<file path="src/rtl/bp_pkg.sv">
// Shared branch-predictor helpers: index width, saturating counter arithmetic
// and reset values, reused by gshare and future tournament/BTB blocks.
package bp_pkg;

  localparam int unsigned CTR_MAX_WIDTH = 4;

  typedef logic [CTR_MAX_WIDTH-1:0] ctr_t;

  typedef enum logic [1:0] {
    GHR_HOLD,
    GHR_SPEC,
    GHR_RECOVER
  } ghr_src_e;

  function automatic int unsigned idx_width(input int unsigned depth);
    return $clog2(depth);
  endfunction

  function automatic ctr_t ctr_max(input int unsigned width);
    return ctr_t'((1 << width) - 1);
  endfunction

  // Weakly not-taken: one below the taken threshold (0 for 1-bit counters).
  function automatic ctr_t ctr_reset(input int unsigned width);
    return ctr_t'((1 << (width - 1)) - 1);
  endfunction

  function automatic ctr_t ctr_inc(input ctr_t value, input int unsigned width);
    return (value < ctr_max(width)) ? value + 1'b1 : value;
  endfunction

  function automatic ctr_t ctr_dec(input ctr_t value);
    return (value != '0) ? value - 1'b1 : value;
  endfunction

endpackage

</file>
<file path="src/rtl/bp_sat_ctr_table.sv">
// Pattern history table of saturating counters: one combinational read port
// and one read-modify-write training port; reads see pre-update contents.
module bp_sat_ctr_table
  import bp_pkg::*;
#(
  parameter int unsigned DEPTH = 256,
  parameter int unsigned WIDTH = 2,
  localparam int unsigned IDX_W = idx_width(DEPTH)
) (
  input  logic             clk,
  input  logic             rst,
  input  logic [IDX_W-1:0] rd_idx,
  output logic             rd_msb,
  input  logic             wr_en,
  input  logic [IDX_W-1:0] wr_idx,
  input  logic             wr_taken
);

  localparam logic [WIDTH-1:0] RST_VAL = WIDTH'(ctr_reset(WIDTH));

  logic [WIDTH-1:0] mem [DEPTH];
  logic [WIDTH-1:0] wr_next;

  assign rd_msb = mem[rd_idx][WIDTH-1];

  always_comb begin
    wr_next = wr_taken ? WIDTH'(ctr_inc(ctr_t'(mem[wr_idx]), WIDTH))
                       : WIDTH'(ctr_dec(ctr_t'(mem[wr_idx])));
  end

  always_ff @(posedge clk) begin
    if (rst) begin
      for (int i = 0; i < DEPTH; i++) begin
        mem[i] <= RST_VAL;
      end
    end else if (wr_en) begin
      mem[wr_idx] <= wr_next;
    end
  end

endmodule

</file>
<file path="src/rtl/gshare_predictor.sv">
// Gshare direction predictor: PC bits XOR global history index a counter table;
// history is shifted speculatively at predict time and repaired on mispredict.
module gshare_predictor
  import bp_pkg::*;
#(
  parameter int unsigned PHT_DEPTH = 256,
  parameter int unsigned CTR_WIDTH = 2,
  parameter int unsigned GHR_WIDTH = 8
) (
  input  logic                 clk,
  input  logic                 rst,
  input  logic                 pred_valid,
  input  logic [31:0]          pred_pc,
  output logic                 pred_taken,
  output logic [GHR_WIDTH-1:0] pred_ghr,
  input  logic                 updt_valid,
  input  logic [31:0]          updt_pc,
  input  logic [GHR_WIDTH-1:0] updt_ghr,
  input  logic                 updt_taken,
  input  logic                 updt_mispredict,
  output logic [31:0]          mispredict_cnt
);

  localparam int unsigned IDX_W = idx_width(PHT_DEPTH);

  logic [GHR_WIDTH-1:0] ghr;
  logic [GHR_WIDTH-1:0] ghr_spec;
  logic [GHR_WIDTH-1:0] ghr_recover;
  logic [IDX_W-1:0]     pred_idx;
  logic [IDX_W-1:0]     updt_idx;
  ghr_src_e             ghr_src;
  logic                 recover;
  logic                 unused_pc_bits;

  assign pred_idx = pred_pc[IDX_W+1:2] ^ IDX_W'(ghr);
  assign updt_idx = updt_pc[IDX_W+1:2] ^ IDX_W'(updt_ghr);
  assign pred_ghr = ghr;
  assign recover  = updt_valid && updt_mispredict;

  assign unused_pc_bits = ^{pred_pc[31:IDX_W+2], pred_pc[1:0],
                            updt_pc[31:IDX_W+2], updt_pc[1:0]};

  generate
    if (GHR_WIDTH == 1) begin : g_ghr_one
      logic unused_ghr_bit;
      assign unused_ghr_bit = updt_ghr[0];
      assign ghr_spec       = pred_taken;
      assign ghr_recover    = updt_taken;
    end else begin : g_ghr_multi
      assign ghr_spec    = {ghr[GHR_WIDTH-2:0], pred_taken};
      assign ghr_recover = {updt_ghr[GHR_WIDTH-2:0], updt_taken};
    end
  endgenerate

  bp_sat_ctr_table #(
    .DEPTH (PHT_DEPTH),
    .WIDTH (CTR_WIDTH)
  ) u_pht (
    .clk      (clk),
    .rst      (rst),
    .rd_idx   (pred_idx),
    .rd_msb   (pred_taken),
    .wr_en    (updt_valid),
    .wr_idx   (updt_idx),
    .wr_taken (updt_taken)
  );

  // A resolved mispredict overrides any speculative shift in the same cycle.
  always_comb begin
    ghr_src = GHR_HOLD;
    if (recover) begin
      ghr_src = GHR_RECOVER;
    end else if (pred_valid) begin
      ghr_src = GHR_SPEC;
    end
  end

  always_ff @(posedge clk) begin
    if (rst) begin
      ghr            <= '0;
      mispredict_cnt <= '0;
    end else begin
      case (ghr_src)
        GHR_RECOVER: ghr <= ghr_recover;
        GHR_SPEC:    ghr <= ghr_spec;
        default:     ghr <= ghr;
      endcase
      if (recover) begin
        mispredict_cnt <= mispredict_cnt + 32'd1;
      end
    end
  end

endmodule

</file>
<file path="config.mk">
export PLATFORM = sky130hd
export DESIGN_NAME = gshare_predictor
export DESIGN_NICKNAME = d
export VERILOG_FILES = /design/src/rtl/bp_pkg.sv /design/src/rtl/bp_sat_ctr_table.sv /design/src/rtl/gshare_predictor.sv
export SDC_FILE = /design/constraint.sdc
export NUM_CORES = 1
export LEC_CHECK = 0
export BUFFER_PORTS_ARGS = -buffer_cell sky130_fd_sc_hd__buf_2
export CAP_MARGIN = 20
export CORE_MARGIN = 2
export CORE_UTILIZATION = 25
export CTS_BUF_LIST = sky130_fd_sc_hd__clkbuf_4 sky130_fd_sc_hd__clkbuf_8 sky130_fd_sc_hd__clkbuf_16
export CTS_CLUSTER_SIZE = 8
export DETAILED_ROUTE_END_ITERATION = 7
export GPL_ROUTABILITY_DRIVEN = 0
export PLACE_DENSITY = 0.42
export SYNTH_ARGS = -nofsm -noshare
export SYNTH_HDL_FRONTEND = slang
export SYNTH_SLANG_ARGS = --single-unit
</file>
<file path="constraint.sdc">
create_clock -name clk -period 5.4 [get_ports clk]
set_input_delay 1.08 -clock clk [delete_from_list [all_inputs] [get_ports clk]]
set_output_delay 1.08 -clock clk [all_outputs]
set_load 0.02 [all_outputs]
</file>
**Word level (Yosys, flattened, before mapping)**

Memory sizes are Yosys's and may differ from the RTL's.
Index checks and enable logic that the tools add are counted.
W data, S select, Z words.

- Register bits: 40
- Latch bits: 0
- Bits in writable memories: 512
- Memory bits (read-only): 0
- Bits of input ports: 78
- Output and inout port bits: 41
- Memories: 1

- Add/subtract/negate cells: 3
- Multiply operators: 0
- Divide/modulo/power cells: 0
- Magnitude comparators: 1
- Equality and inequality tests: 2
- Shift operators: 0
- Multiplexer cells: 14
- Bitwise operators: 2
- Reduce and logical (&&, ||, !) cells: 4

Memory list:

| name | words | width | read ports | clocked after memory_dff | write ports | line | source |
|---|---|---|---|---|---|---|---|
| u_pht.mem | 256 | 2 | 2 | 0 | 256 | bp_sat_ctr_table.sv:21 | `logic [WIDTH-1:0] mem [DEPTH];` |

Operator list:

| operator | number |
|---|---|
| $add A32 B1 Y32 const B | 1 |
| $pmux W8 S2 | 1 |
| $xor A8 B8 Y8 | 2 |
| $mux W2 | 5 |
| $mux W8 | 1 |
| $mux W1 | 7 |
| $reduce_bool A2 Y1 | 2 |
| $add A2 B1 Y2 const B | 1 |
| $eq A2 B1 Y1 const B | 1 |
| $eq A2 B2 Y1 const B | 1 |
| $lt A2 B2 Y1 const B | 1 |
| $reduce_or A2 Y1 | 1 |
| $sub A2 B1 Y2 const B | 1 |
| $logic_and A1 B1 Y1 | 1 |

**Depth between registers and ports, before layout**

An unclocked memory read counts as a cell.

- Depth in word-level cells: 6
- Mapped depth: 15
- Gate-level depth less buffers: 9

**Hierarchy**

A second synthesis with hierarchy kept.

- Cell total of the unflattened synthesis: 2484
- Area total of the unflattened synthesis: 30401.7 µm²

Modules (own cells, without submodules):

| module | instances | cells each | area each (µm²) | sequential area each (µm²) |
|---|---|---|---|---|
| bp_sat_ctr_table | 1 | 2257 | 28409.7 | 15374.7 |
| gshare_predictor | 1 | 227 | 1991.9 | 800.8 |

**Least setup slack after synthesis**

No wires, ideal clock.

- Kind: input-to-output
- From: in pred_pc[2]
- To: out pred_taken
- Arrival time: 3.821 ns
- Data required time: 4.320 ns
- Slack: 0.499 ns
- Stages: 9
- Cells stage by stage: xor2_1 buf_2 mux4_2 a22o_1 a221oi_1 o22ai_1 nor3_1 mux2i_1 mux2_2

- Cells in the longest elaborated chain, start to end: 2

Ends and longest elaborated chain:

| item | line | source |
|---|---|---|
| start: declaration | gshare_predictor.sv:13 | `input logic [31:0] pred_pc,` |
| $xor A8 B8 Y8 | gshare_predictor.sv:35 | `assign pred_idx = pred_pc[IDX_W+1:2] ^ IDX_W'(ghr);` |
| $mem_v2 Z256 W2 | - |  |
| end: declaration | gshare_predictor.sv:14 | `output logic pred_taken,` |

No other way between the ends.

**Final worst setup path**

Ends and elaborated chain as after synthesis.

==> results.md <==
* P&R area growth vs syn at 18.7%
* Port Buf Inserts at 70
* Clock Sinks at ~550
* Critical Path RT at between 4 and 5 ns
* Buffers and inverters on the worst path at 5
* Final Skew at between 0.03 and 0.04 ns
* Drt initial violations at 2,080
* Final setup fails at 0
* Vias/cell at 5.21
* Period utilization at 0.959
* Peak supply drop at ~0.00023 V
* Reg2Reg Setup Slack at 1.80 ns
* Vias at between 20,000 and 25,000
* Drt pass-1 iters at 7
* Reg2reg start: pred_ghr[0]
* R2r worst-path depth at 13
* Number of synthesized flops with an enable pin at about 510
* Max-cap violations at 0
* Fmax at approximately 0.19 GHz
* Wire per inst at 25.1 um
* Die ar. at approximately 0.12 mm^2
* Startpoint Class: input pin
* Mapped Cells at approximately 2,500
* Delay-heaviest family, CP: multiplexers
* Setup bufs post-CTS at 0
* Crit path largest cell delay at 0.53 ns
* Relative slew slack at 0.288
* Pwr per Cell Area at about 350 mW/mm^2
* Die width at ~350 um
* Cell variety after synth at ~50
* Worst path depth at 13
* Synth Flop Type: edfxtp_1
* Post-cts resize count at 0
* Core box area at around 0.12 mm^2
* CTS H-tree depth at 3
* DP HPWL at slightly below 70 mm
* Crit path time final at 5.18 ns
* Worst slew pin tran at roughly 1.1 ns
* Die Y at roughly 350 um
* Synthesized area at a little under 0.03 mm^2
* Run status: complete, no violations
* Number of remaining DRC errors at 0
* Hold-critical path depth at 2
* CTS tree: built
* Placement Cell Area at 0.0326 mm^2
* Hold Vio Cnt, Final at 0
* CP max FO at 19
* Syn_area_per_cell at roughly 12 um^2
* Vias in the first global route at between 20,000 and 25,000
* Final ANT Viol Nets at 0
* Num CTS Buffers at 79
* Total Wirelength at 104 mm
* # hold bufs at CTS at 0
* Gr usage total at 0.171
* Yosys warnings at 0
* RSZ-0062 raised after global routing: no
* Placement Setup Slack at -0.179 ns
* CP cell instances: buf_2 -> xor2_4 -> buf_12 -> mux4_2 -> a22o_1 -> a221oi_1 -> buf_4 -> o22ai_1 -> nor3_1 -> buf_4 -> mux2i_1 -> mux2_2 -> buf_2
* First-pass GRT wire length at between 150 and 200 mm
* CTS Root Cell: clkbuf_16
* Async set-reset flop share out of synthesis at 0
* Max-slew violations at 0
* Initial antenna violation count at 1
* Worst Min Path Start: mispredict_cnt[6]
* CP Data Arrival Time at 4.10 ns
* Critical path startpoint: pred_pc[2]
* IO Pins at roughly 120
* NumNets Final at ~2,700
* Sequential-to-total area share from yosys stat at 0.552
* Leakage at about 11 nW
* Fin Hold WS at slightly above 0.5 ns
* Rows at approximately 130
* CP endpoint kind: output port
* Largest net degree at the start of global routing at 90
* Register bit count reported by yosys at 552
* Final design utilization at 0.299
* Clock Tree Buf Depth at 3
* Antenna Cells at 0
* Grt total ovfl at 0
* Final setup margin at approximately 0.22 ns
* Clock Latency Late Sink at about 0.64 ns
* Mapped Nets at 2,568
* Layout cells sized above 1 at 0.217
* Hold WC Path Type: flip-flop to flip-flop
* Starting Density at 0.252
* Clock slew at reported path FFs at about 0.050 ns
* Post-route cell area at about 0.035 mm^2
* Slowest CP cell: mux4_2
* Crit Path Class: input pin to output port
-- placed cells by master (no fill, tap or decap), types with 3 or more instances in the layout --
cell	Yosys	final
edfxtp_1	512	512
nand2_1	315	315
nor2_1	305	282
nand3_1	275	275
nand2b_1	226	225
mux4_2	161	161
buf_4	33	129
clkbuf_16	0	80
mux2i_1	71	71
buf_2	39	69
buf_12	0	49
a21o_1	41	41
dfxtp_1	40	40
o22ai_1	35	35
nor4_1	38	34
xor2_1	34	31
a22oi_1	30	30
a21oi_1	27	27
clkbuf_4	0	24
nor2_2	0	21
xnor2_1	17	17
nor3_1	25	17
nand4_1	10	10
a22o_1	9	9
a221oi_1	9	9
nor3_2	0	8
and3_1	8	8
a41oi_1	7	7
o21ai_0	7	7
o41ai_1	7	7
or3_1	7	7
a211oi_1	7	7
a31oi_1	6	6
nor4_2	1	5
xor2_4	0	4
o31ai_1	3	3
inv_6	0	3
-- cells by family after synthesis --
| logic type | synth area share |
|---|---|
| AND/OR/NAND/NOR | 0.195 |
| multiplexers | 0.149 |
| flip-flops | 0.552 |
| AO/OA/AOI/OAI | 0.0463 |
| adder cells (fa/ha/maj) | 0.00119 |
| buffers and inverters | 0.0406 |
| XOR/XNOR | 0.0163 |
-- where the power goes --
group / internal [mW] / switching (mW) / total, mW
Combinational: 0.997 / 1.64 / 2.64
Sequential: 4.76 / 0.0564 / 4.82
Clock: 2.80 / 1.87 / 4.67
Total: 8.56 / 3.56 / 12.1
-- layer usage --
metal / up-vias / share of wire / GRT usage
met2: 837 / 0.49 / 0.290
met3: 174 / 0.065 / 0.0242
met4: 0 / 0.029 / 0.0572
li1: 9419 / - / -
met1: 11100 / 0.42 / 0.223
met5: - / 0 / 0
-- worst register-to-register path, delay by kind of cell, from the launching register on --
| kind | cells | cell delay [ns] |
|---|---|---|
| buffers and inverters | 4 | 0.76 |
| AO/OA/AOI/OAI | 4 | 0.74 |
| XOR/XNOR | 1 | 0.25 |
| flip-flops | 1 | 0.48 |
| AND/OR/NAND/NOR | 1 | 0.26 |
| multiplexers | 3 | 1.00 |
-- cell type report --
type                    count  area (um^2)
inverters                   1         3.75
clock inverters             5         47.5
fillers                 11800        81400
multi-input cells        1702        12200
repair buffers            248         2310
well taps                1524         1910
clock buffers             105         2200
flip-flops and latches    552        16200
-- worst paths after layout --
| path | endpoint |
|---|---|
| setup / recovery | pred_taken |
| hold reg to reg | mispredict_cnt[6] |
| hold / removal | mispredict_cnt[6] |
| setup reg to reg | pred_ghr[0] |
-- registers in the layout (all words and copies together) (netlist names) --
name,cells
mispredict_cnt,32
pred_ghr,8
u_pht.mem,512
-- cells in the mapped netlist, types with 7 or more instances --
| cell type | count | share of area |
|---|---|---|
| o22ai_1 | 35 | 0.0075 |
| xnor2_1 | 17 | 0.0051 |
| xor2_1 | 34 | 0.010 |
| dfxtp_1 | 40 | 0.027 |
| nand4_1 | 10 | 0.0021 |
| buf_6 | 18 | 0.0069 |
| clkbuf_1 | 144 | 0.018 |
| nand2b_1 | 226 | 0.048 |
| nor3_1 | 25 | 0.0043 |
| a211oi_1 | 7 | 0.0018 |
| and3_1 | 8 | 0.0017 |
| nand2_1 | 315 | 0.040 |
| edfxtp_1 | 512 | 0.52 |
| nor2_1 | 305 | 0.039 |
| nor4_1 | 38 | 0.0081 |
| o21ai_0 | 7 | 0.0012 |
| buf_2 | 39 | 0.0067 |
| a221oi_1 | 9 | 0.0027 |
| o41ai_1 | 7 | 0.0021 |
| mux2i_1 | 71 | 0.024 |
| a22oi_1 | 30 | 0.0077 |
| a22o_1 | 9 | 0.0027 |
| a21o_1 | 41 | 0.010 |
| mux4_2 | 161 | 0.12 |
| or3_1 | 7 | 0.0015 |
| a41oi_1 | 7 | 0.0021 |
| nand3_1 | 275 | 0.047 |
| a21oi_1 | 27 | 0.0046 |
| buf_4 | 33 | 0.0085 |
-- stage by stage --
step | total power [mW] | TNS (ns) | std cells
6_report | 12.1 | 0 | 4137
5_1_grt | 12.5 | 0 | 4137
3_5_place_dp | 7.55 | -33.25 | 4027
2_1_floorplan | 6.32 | 0 | 2489
4_1_cts | 12.2 | 0 | 4137
3_3_place_gp | 7.53 | -6.83 | 4027
Note: power is estimated with default switching activity, not from simulation.
